[src/rtl/cdma_pkg.sv]
// rtl/cdma_pkg.sv - shared constants and width helpers for the multi-channel CDMA spreader
package cdma_pkg;

    // Ceiling log2, usable in constant expressions; clog2(1) == 0.
    function automatic int clog2(input int value);
        int r;
        r = 0;
        for (int i = 0; i < 31; i++) begin
            if ((1 << i) < value) begin
                r = i + 1;
            end
        end
        return r;
    endfunction

    function automatic int code_len(input int deg);
        return (1 << deg) - 1;
    endfunction

    // Correlator accumulator: |corr| <= L plus a sign bit and one bit of margin.
    function automatic int acc_width(input int deg);
        return clog2(code_len(deg)) + 2;
    endfunction

    function automatic int sum_width(input int n_ch);
        return clog2(n_ch) + 2;
    endfunction

    // Channel select needs at least one bit even for a single channel.
    function automatic int sel_width(input int n_ch);
        return (clog2(n_ch) > 0) ? clog2(n_ch) : 1;
    endfunction

    // Preferred pair for degree 5: x^5+x^2+1 and x^5+x^3+x^2+x+1.
    localparam logic [4:0] POLY_A_DEF = 5'b00101;
    localparam logic [4:0] POLY_B_DEF = 5'b01111;

    localparam int DEG_DEF   = 5;
    localparam int N_CH_DEF  = 4;
    localparam int L_DEF     = code_len(DEG_DEF);
    localparam int ACC_W_DEF = acc_width(DEG_DEF);
    localparam int SUM_W_DEF = sum_width(N_CH_DEF);

endpackage

[src/rtl/gold_lfsr.sv]
// rtl/gold_lfsr.sv - Fibonacci-style LFSR used as one half of a Gold code generator
module gold_lfsr #(
    parameter int             DEG      = 5,
    parameter logic [DEG-1:0] POLY     = DEG'(5'b00101),
    parameter logic [DEG-1:0] RST_SEED = '1
) (
    input  logic           clk_i,
    input  logic           set_i,
    input  logic           load_i,
    input  logic [DEG-1:0] seed_i,
    input  logic           step_i,
    output logic           bit_o
);

    logic [DEG-1:0] s_q;
    logic [DEG-1:0] s_d;
    logic           fb;

    // Next state: a reseed wins over a step; the feedback bit enters at the MSB.
    always_comb begin
        fb  = ^(s_q & POLY);
        s_d = s_q;
        if (load_i) begin
            s_d = seed_i;
        end else if (step_i) begin
            s_d = {fb, s_q[DEG-1:1]};
        end
    end

    // State register with asynchronous return to the reset seed.
    always_ff @(posedge clk_i or negedge set_i) begin
        if (!set_i) begin
            s_q <= RST_SEED;
        end else begin
            s_q <= s_d;
        end
    end

    assign bit_o = s_q[0];

endmodule

[src/rtl/cdma_multi.sv]
// rtl/cdma_multi.sv - multi-channel Gold-code spreader with a single-channel correlating receiver
module cdma_multi
    import cdma_pkg::*;
#(
    parameter int             DEG    = DEG_DEF,
    parameter logic [DEG-1:0] POLY_A = DEG'(POLY_A_DEF),
    parameter logic [DEG-1:0] POLY_B = DEG'(POLY_B_DEF),
    parameter int             N_CH   = N_CH_DEF,
    parameter int             DIV    = 10_000_000,
    parameter int             THRESH = 24
) (
    input  logic                              clk_i,
    input  logic                              set_i,
    input  logic                              load_i,
    input  logic [DEG-1:0]                    seed_i,
    input  logic [N_CH-1:0]                   data_i,
    input  logic                              rx_i,
    input  logic [sel_width(N_CH)-1:0]        rx_sel_i,
    output logic [N_CH-1:0]                   chip_o,
    output logic [N_CH-1:0]                   gold_o,
    output logic signed [sum_width(N_CH)-1:0] sum_o,
    output logic                              rx_bit_o,
    output logic                              rx_valid_o,
    output logic                              lock_o,
    output logic                              sym_o
);

    localparam int L      = code_len(DEG);
    localparam int ACC_W  = acc_width(DEG);
    localparam int SUM_W  = sum_width(N_CH);
    localparam int SEL_W  = sel_width(N_CH);
    localparam int PAD    = 1 << SEL_W;
    localparam int CNT_W  = clog2(L);
    localparam int PCNT_W = (DIV > 1) ? clog2(DIV) : 1;
    localparam logic [PCNT_W-1:0] PCNT_MAX = PCNT_W'(DIV - 1);
    localparam logic [CNT_W-1:0]  CNT_MAX  = CNT_W'(L - 1);

    logic [PCNT_W-1:0]       pcnt_q, pcnt_d;
    logic [CNT_W-1:0]        chip_cnt_q, chip_cnt_d;
    logic [N_CH-1:0]         data_q, data_d;
    logic [SEL_W-1:0]        sel_q, sel_d;
    logic signed [ACC_W-1:0] acc_q, acc_d;
    logic                    sym_q, sym_d;
    logic                    rx_bit_q, rx_bit_d;
    logic                    rx_valid_q, rx_valid_d;
    logic                    lock_q, lock_d;

    logic                    tick;
    logic                    boundary;
    logic                    a_bit;
    logic [N_CH-1:0]         b_bits;
    logic [PAD-1:0]          gold_pad;
    logic                    sel_gold;
    logic signed [ACC_W-1:0] term;
    logic signed [ACC_W-1:0] corr;
    logic signed [ACC_W-1:0] corr_abs;
    logic [SUM_W-1:0]        ones;

    assign tick     = (pcnt_q == PCNT_MAX);
    assign boundary = tick && (chip_cnt_q == CNT_MAX);

    gold_lfsr #(.DEG(DEG), .POLY(POLY_A), .RST_SEED('1)) u_lfsr_a (
        .clk_i  (clk_i),
        .set_i  (set_i),
        .load_i (load_i),
        .seed_i ('1),
        .step_i (tick),
        .bit_o  (a_bit)
    );

    for (genvar k = 0; k < N_CH; k++) begin : g_ch
        logic [DEG-1:0] seed_raw;
        logic [DEG-1:0] seed_k;
        // A zero seed would lock the LFSR, so it is replaced by all-ones.
        assign seed_raw = seed_i + DEG'(k);
        assign seed_k   = (seed_raw == '0) ? '1 : seed_raw;

        gold_lfsr #(.DEG(DEG), .POLY(POLY_B), .RST_SEED(DEG'(k + 1))) u_lfsr_b (
            .clk_i  (clk_i),
            .set_i  (set_i),
            .load_i (load_i),
            .seed_i (seed_k),
            .step_i (tick),
            .bit_o  (b_bits[k])
        );
    end

    assign gold_o   = {N_CH{a_bit}} ^ b_bits;
    assign chip_o   = data_q ^ gold_o;
    assign gold_pad = PAD'(gold_o);
    assign sel_gold = gold_pad[sel_q];

    // Signed chip sum: 2*popcount - N_CH, computed modulo the output width.
    always_comb begin
        ones = '0;
        for (int k = 0; k < N_CH; k++) begin
            ones = ones + SUM_W'(chip_o[k]);
        end
        sum_o = $signed((ones << 1) - SUM_W'(N_CH));
    end

    // Prescaler, chip counter, symbol latches and correlator next-state.
    always_comb begin
        term       = (rx_i == sel_gold) ? ACC_W'(1) : '1;
        corr       = acc_q + term;
        corr_abs   = corr[ACC_W-1] ? -corr : corr;
        pcnt_d     = tick ? '0 : pcnt_q + PCNT_W'(1);
        chip_cnt_d = chip_cnt_q;
        data_d     = data_q;
        sel_d      = sel_q;
        acc_d      = acc_q;
        sym_d      = sym_q;
        rx_bit_d   = rx_bit_q;
        lock_d     = lock_q;
        rx_valid_d = 1'b0;
        if (load_i) begin
            pcnt_d     = '0;
            chip_cnt_d = '0;
            acc_d      = '0;
            data_d     = data_i;
            sel_d      = rx_sel_i;
        end else if (tick) begin
            if (boundary) begin
                chip_cnt_d = '0;
                acc_d      = '0;
                data_d     = data_i;
                sel_d      = rx_sel_i;
                sym_d      = ~sym_q;
                rx_bit_d   = corr[ACC_W-1];
                lock_d     = (int'(corr_abs) >= THRESH);
                rx_valid_d = 1'b1;
            end else begin
                chip_cnt_d = chip_cnt_q + CNT_W'(1);
                acc_d      = corr;
            end
        end
    end

    // All control and receiver state, asynchronously cleared.
    always_ff @(posedge clk_i or negedge set_i) begin
        if (!set_i) begin
            pcnt_q     <= '0;
            chip_cnt_q <= '0;
            data_q     <= '0;
            sel_q      <= '0;
            acc_q      <= '0;
            sym_q      <= 1'b0;
            rx_bit_q   <= 1'b0;
            rx_valid_q <= 1'b0;
            lock_q     <= 1'b0;
        end else begin
            pcnt_q     <= pcnt_d;
            chip_cnt_q <= chip_cnt_d;
            data_q     <= data_d;
            sel_q      <= sel_d;
            acc_q      <= acc_d;
            sym_q      <= sym_d;
            rx_bit_q   <= rx_bit_d;
            rx_valid_q <= rx_valid_d;
            lock_q     <= lock_d;
        end
    end

    assign rx_bit_o   = rx_bit_q;
    assign rx_valid_o = rx_valid_q;
    assign lock_o     = lock_q;
    assign sym_o      = sym_q;

endmodule
[config.mk]
export PLATFORM = sky130hd
export DESIGN_NAME = cdma_multi
export DESIGN_NICKNAME = d
export VERILOG_FILES = /design/src/rtl/cdma_pkg.sv /design/src/rtl/gold_lfsr.sv /design/src/rtl/cdma_multi.sv
export SDC_FILE = /design/constraint.sdc
export NUM_CORES = 1
export LEC_CHECK = 0
export ABC_AREA = 1
export CAP_MARGIN = 30
export CORE_MARGIN = 2
export CORE_UTILIZATION = 30
export CTS_BUF_LIST = sky130_fd_sc_hd__clkbuf_2
export CTS_CLUSTER_DIAMETER = 40
export DETAILED_ROUTE_END_ITERATION = 10
export PLACE_DENSITY = 0.56
export SYNTH_ARGS = -nofsm -noshare
export SYNTH_HDL_FRONTEND = slang
export SYNTH_SLANG_ARGS = --single-unit
[constraint.sdc]
create_clock -name clk_i -period 3.5 [get_ports clk_i]
set_clock_uncertainty 0.2 [all_clocks]
set_input_delay 0.7 -clock clk_i [delete_from_list [all_inputs] [get_ports clk_i]]
set_output_delay 0.7 -clock clk_i [all_outputs]
set_load 0.02 [all_outputs]
==> Yosys cells after proc, flatten, opt, wreduce, memory -nomap -nowiden <==
Cells that the tools add are included.
W data, S select, Z words.
{ "word_totals": {"word_cells": 83, "register_bits": 71, "in_bits": 15, "out_inout_bits": 16} }
{ "classes": {"n_bitwise": 4, "eq_ne": 3, "reduce_logical": 14, "n_lt_le_gt_ge": 2, "n_addsub": 11, "muxes": 35} }
{ "ops": {"columns": ["op", "n"], "rows": [
  ["$mux W5", 17],
  ["$mux W24", 2],
  ["$mux W7", 5],
  ["$reduce_xor A5 Y1", 5],
  ["$add A24 B1 Y24 const B", 1],
  ["$eq A24 B24 Y1 const B", 1],
  ["$logic_not A5 Y1", 4],
  ["$mux W4", 3],
  ["$add A5 B1 Y5 const B", 2],
  ["$add A5 B2 Y5 const B", 2],
  ["$xor A4 B4 Y4", 2],
  ["$add A7 B7 Y7", 1],
  ["$ge A7 B6 Y1 const B", 1],
  ["$neg A7 Y7", 1],
  ["$mux W2", 3],
  ["$eq A5 B5 Y1 const B", 1],
  ["$mux W1", 4],
  ["$reduce_bool A2 Y1", 2],
  ["$sub A4 B3 Y4 const B", 1],
  ["$add A2 B1 Y3", 1],
  ["$add A3 B1 Y3", 1],
  ["$lt A2 B3 Y1 const B", 1],
  ["$reduce_and A3 Y1", 1],
  ["$add A1 B1 Y2", 1],
  ["other kinds (5)", 6]
]} }

==> Longest topological paths before layout <==
{ "logic_depth": {"depth_word": 9, "ltp_mapped": 21, "mapped_depth_nobuf": 20} }

==> Hierarchy <==
From an unflattened synthesis, not the netlist that was laid out.
{ "unflattened": {"cells_unflattened": 656, "hier_area_um2": 4619.4} }
{ "by_module_without_submodules": {"columns": ["mod", "cells_per_inst", "seq_area_each_um2", "n_inst", "area_each_um2"], "rows": [
  ["cdma_multi", 443, 1151.1, 1, 3219.3],
  ["gold_lfsr (g_ch[0].u_lfsr_b ...)", 45, 126.4, 3, 286.5],
  ["gold_lfsr (g_ch[2].u_lfsr_b)", 45, 127.6, 1, 287.8],
  ["gold_lfsr (u_lfsr_a)", 33, 131.4, 1, 252.7]
]} }

==> Worst setup path before layout <==
OpenSTA, ideal clock, no wires.
{ "synth_timing": {"path_type": "register to output", "from": "register u_lfsr_a.s_q[0]", "to": "output port sum_o[2]", "required_time_ps": 2600, "n_path_buf": 1, "path_stages_with_launch": 12, "arrival_ps": 2395, "path_slack_ps": 205, "cell_sequence": "dfstp_2 > buf_2 > inv_2 > nand2_1 > nand2_1 > xor2_1 > inv_1 > fa_1 > ha_1 > inv_1 > ha_1 > inv_1"} }
{ "synth_between": {"elab_chain_len": 6} }
{ "synth_lines": {"columns": ["element", "line", "rtl"], "rows": [
  ["start: declaration", "gold_lfsr.sv:15", "logic [DEG-1:0] s_q;"],
  ["start signal: assignment", "gold_lfsr.sv:33", "s_q <= RST_SEED;"],
  ["start signal: assignment", "gold_lfsr.sv:35", "s_q <= s_d;"],
  ["$xor A4 B4 Y4", "cdma_multi.sv:88", "assign gold_o = {N_CH{a_bit}} ^ b_bits;"],
  ["net gold_o[1]", "cdma_multi.sv:20", "output logic [N_CH-1:0] gold_o,"],
  ["$xor A4 B4 Y4", "cdma_multi.sv:89", "assign chip_o = data_q ^ gold_o;"],
  ["net chip_o[1]", "cdma_multi.sv:19", "output logic [N_CH-1:0] chip_o,"],
  ["$add A1 B1 Y2", "cdma_multi.sv:97", "ones = ones + SUM_W'(chip_o[k]);"],
  ["$add A2 B1 Y3", "cdma_multi.sv:97", null],
  ["$add A3 B1 Y3", "cdma_multi.sv:97", null],
  ["$sub A4 B3 Y4", "cdma_multi.sv:99", "sum_o = $signed((ones << 1) - SUM_W'(N_CH));"],
  ["end: declaration", "cdma_multi.sv:21", "output logic signed [sum_width(N_CH)-1:0] sum_o,"]
]} }
The timed path passes the listed nets, and every way through them passes these cells.

==> Final worst setup path <==
{ "layout_timing": {"from": "register u_lfsr_a.s_q[0]", "to": "output port sum_o[2]"} }
{ "layout_between": {"elab_chain_len": 6} }
{ "layout_lines": {"columns": ["element", "line"], "rows": [
  ["$xor A4 B4 Y4 *", "cdma_multi.sv:88"],
  ["$xor A4 B4 Y4 *", "cdma_multi.sv:89"],
  ["$add A1 B1 Y2", "cdma_multi.sv:97"],
  ["$add A2 B1 Y3", "cdma_multi.sv:97"],
  ["$add A3 B1 Y3 *", "cdma_multi.sv:97"],
  ["$sub A4 B3 Y4 *", "cdma_multi.sv:99"]
]} }
Every way passes the cells marked *; elsewhere a longest branch is shown, timed or not.

==> reports/summary.txt <==
status: finished with violations
violated checks: setup timing
DR WL met2: 5350 um
Synth area leader: dfrtp_1
combinational share of power: 29.7%
Hold Fails Final Rpt: 0
row cnt: 44
wl on met1: 5060 um
critical path type: flip-flop to output port
leakage: 2.44 nW
TritonCTS Buffers: 9
cell family with most CP delay: adder cells
cell count after synthesis: 562
Warnings, synthesis: 0
Vias/cell: 4.88
R2R setup slack: 0.25 ns
FF/Latch Area: 0.00179 mm2
first-pass GRT wire length: 19000 um
final worst path period share: 106%
post-layout min period: 3.70 ns
Final ANT Viol Nets: 0
DR WL/cell: 13.7 um
HP Class: flip-flop to flip-flop
CTS tree: done
Netlist Area Pre-Place: 0.00448 mm2
CTS root buf: clkbuf_2
largest net degree at the start of global routing: 45
n_diodes: 0
Tightest Pin Transition: 0.672 ns
post-layout util: 36.6%
initial antenna violation count: 0
Detailed Route Iter0 Violations: 254
Syn Area/Cell: 7.97 um2
total track usage: 14.7%
final WL: 11000 um
WL met3: 334 um
post-synthesis sequential area ratio: 40.0%
pwr/cell area: 368 mW/mm2
Clock power frac: 23.8%
fillers: 1532
post-synthesis cell type count: 43
maximum vdd ir drop: 0.000165 V
total of max-cap violations: 0
most frequent cells in the layout: 102 x nand2_1, 61 x dfrtp_1, 59 x inv_1, 48 x nor2_1, 47 x nand3_1
Arr. time, crit path: 2.80 ns
clk sinks: 71
Worst EP required: 2.60 ns
final setup vio count: 2
I/O pin total: 31
CORE AREA: 0.0145 mm2
slowest CP cell: dfstp_2
largest stage delay on the critical path: 0.64 ns
Synth-to-Final Area Change: 18.7%
HPWL after detailed placement: 7780 um
clk slew on worst S/H paths: 0.16 ns
via count: 3907
initial core utilization: 30.8%
fmax: 270 MHz
Nets: 647
max_slew headroom: 55.2%
gr ovfl total: 0
dominant cells by area after synthesis: dfrtp_1 34%, nand2_1 9.1%, xor2_1 6.1%
share of layout cells above drive strength 1: 14.9%
RSZ-0062 raised after global routing: yes
area of the multi-input gates: 0.00240 mm2
remaining routing DRC violations: 0
Die Ht: 126 um
switching share of total power: 33.6%
input/output buffers: 29
Critical path buffers and inverters: 5
Sw Pwr: 0.657 mW
commonest non-fill, non-tap cell in the layout: nand2_1
DR top layer: met4
worst-path cell chain: buf_6, nand2_4, nand2_2, xor2_1, inv_1, fa_1, ha_2, inv_2, ha_4, inv_2, buf_6
CP endpoint kind: output port
setup slack after layout: -0.201 ns
worst skew pair latency: 0.57 ns
setup TNS: -0.270 ns
worst-path fanout max: 4
H-Tree Depth: 3
Worst setup SP type: flip-flop
area of the die: 0.0159 mm2
sequential power share: 46.6%
Die X: 126 um
flops & latches, synth: 71
clk buf depth: 2
Max Transition Viols Final: 0
vias in the first global route: 3981
1st-pass router iterations: 4
P_int: 1.30 mW
Synth Net Count: 598
final RePlAce weighted congestion: 0.887
post-synth top area share: 34.1%
-- path summary, 6_finish.rpt --
path	from	end	cells after the start
setup reg to reg	u_lfsr_a.s_q[0]$_DFFE_PN1P_	lock_o$_DFFE_PN0P_	20
min in group asynchronous	set_i	g_ch[0].u_lfsr_b.s_q[3]$_DFFE_PN0P_	2
hold / removal	pcnt_q[0]$_DFF_PN0_	pcnt_q[0]$_DFF_PN0_	1
hold reg to reg	pcnt_q[0]$_DFF_PN0_	pcnt_q[0]$_DFF_PN0_	1
max in group asynchronous	set_i	u_lfsr_a.s_q[0]$_DFFE_PN1P_	3
setup / recovery	u_lfsr_a.s_q[0]$_DFFE_PN1P_	sum_o[2]	11
-- power by group through the flow --
| stage | Combinational (mW) | Sequential, mW | Clock (mW) |
|---|---|---|---|
| after floorplan | 0.330 | 0.915 | 0 |
| after global placement | 0.504 | 0.923 | 0 |
| after detailed placement | 0.518 | 0.924 | 0 |
| after CTS | 0.568 | 0.910 | 0.484 |
| after global routing | 0.645 | 0.918 | 0.516 |
| final | 0.580 | 0.911 | 0.465 |
-- repair_timing --
item,4_1_cts,5_1_grt
resized for setup,29,9
gates cloned,0,0
endpoints found under the setup margin,3,6
pin swaps,6,5
hold endpoints to repair,23,0
hold buffers,1,0
setup buffers,7,2
-- flip-flops by register name (all words and copies together), names as in the netlist --
register and flops:
u_lfsr_a.s_q 5, data_q 4, acc_q 7, rx_bit_o 1, lock_o 1, g_ch.u_lfsr_b.s_q 20
sel_q 2, sym_o 1, rx_valid_o 1, pcnt_q 24, chip_cnt_q 5
-- kinds of logic (layout without fill, tap and decap cells) --
group                      count (synthesis)  count (layout)  synth area share [%]
and+or+nand+nor                          256             256                  27.0
AOI/OAI and AO/OA                         89              89                  11.5
buffers and inverters                     86             140                  7.80
DFF                                       71              71                  40.0
xor gates and xnor gates                  38              38                  7.43
adders and majority gates                 21              21                  6.20
other                                      1               1                0.0838
-- synthesized netlist by cell type, drive strengths merged --
| cell type | instances |
|---|---|
| inv | 67 |
| a41oi | 1 |
| nor2 | 53 |
| xor2 | 31 |
| fa | 2 |
| dfrtp | 61 |
| o21a | 1 |
| o31ai | 3 |
| a31oi | 1 |
| nor3 | 15 |
| o211ai | 11 |
| o21ai | 43 |
| ha | 19 |
| o22ai | 9 |
| clkinv | 2 |
| dfstp | 10 |
| nand3 | 49 |
| nand3b | 3 |
| and3 | 1 |
| a21oi | 18 |
| nand4 | 17 |
| xnor2 | 7 |
| clkbuf | 7 |
| conb | 1 |
| o221ai | 2 |
| nor4 | 3 |
| nand2 | 115 |
| buf | 10 |
-- final cells by class --
cell class                      count  area share [%]
Multi-Input combinational cell    405            45.2
Clock inverter                      5           0.918
Timing Repair Buffer               55            9.96
Clock buffer                       11            1.04
Inverter                           69            4.92
Sequential cell                    71            33.7
Tap cell                          184            4.33
-- stage by stage --
| step | instances | total power [mW] | worst slack [ns] | hold WS, ns | instance area (um2) |
|---|---|---|---|---|---|
| 6_report | 800 | 1.96 | -0.201 | 0.266 | 5310 |
| 3_3_place_gp | 773 | 1.43 | -0.0595 | 0.237 | 5030 |
| 3_5_place_dp | 774 | 1.44 | -0.108 | 0.250 | 5050 |
| 5_1_grt | 800 | 2.08 | -0.333 | 0.281 | 5310 |
| 2_1_floorplan | 562 | 1.25 | 0.205 | 0.204 | 4480 |
| 4_1_cts | 798 | 1.96 | -0.225 | 0.271 | 5260 |
-- metal layers --
layer,global-route usage (%),up-vias
met5,0,-
met4,6.08,0
met3,2.85,20
met2,25.1,66
met1,18.0,1856
li1,-,1965
Power figures use the tool's default switching activity.
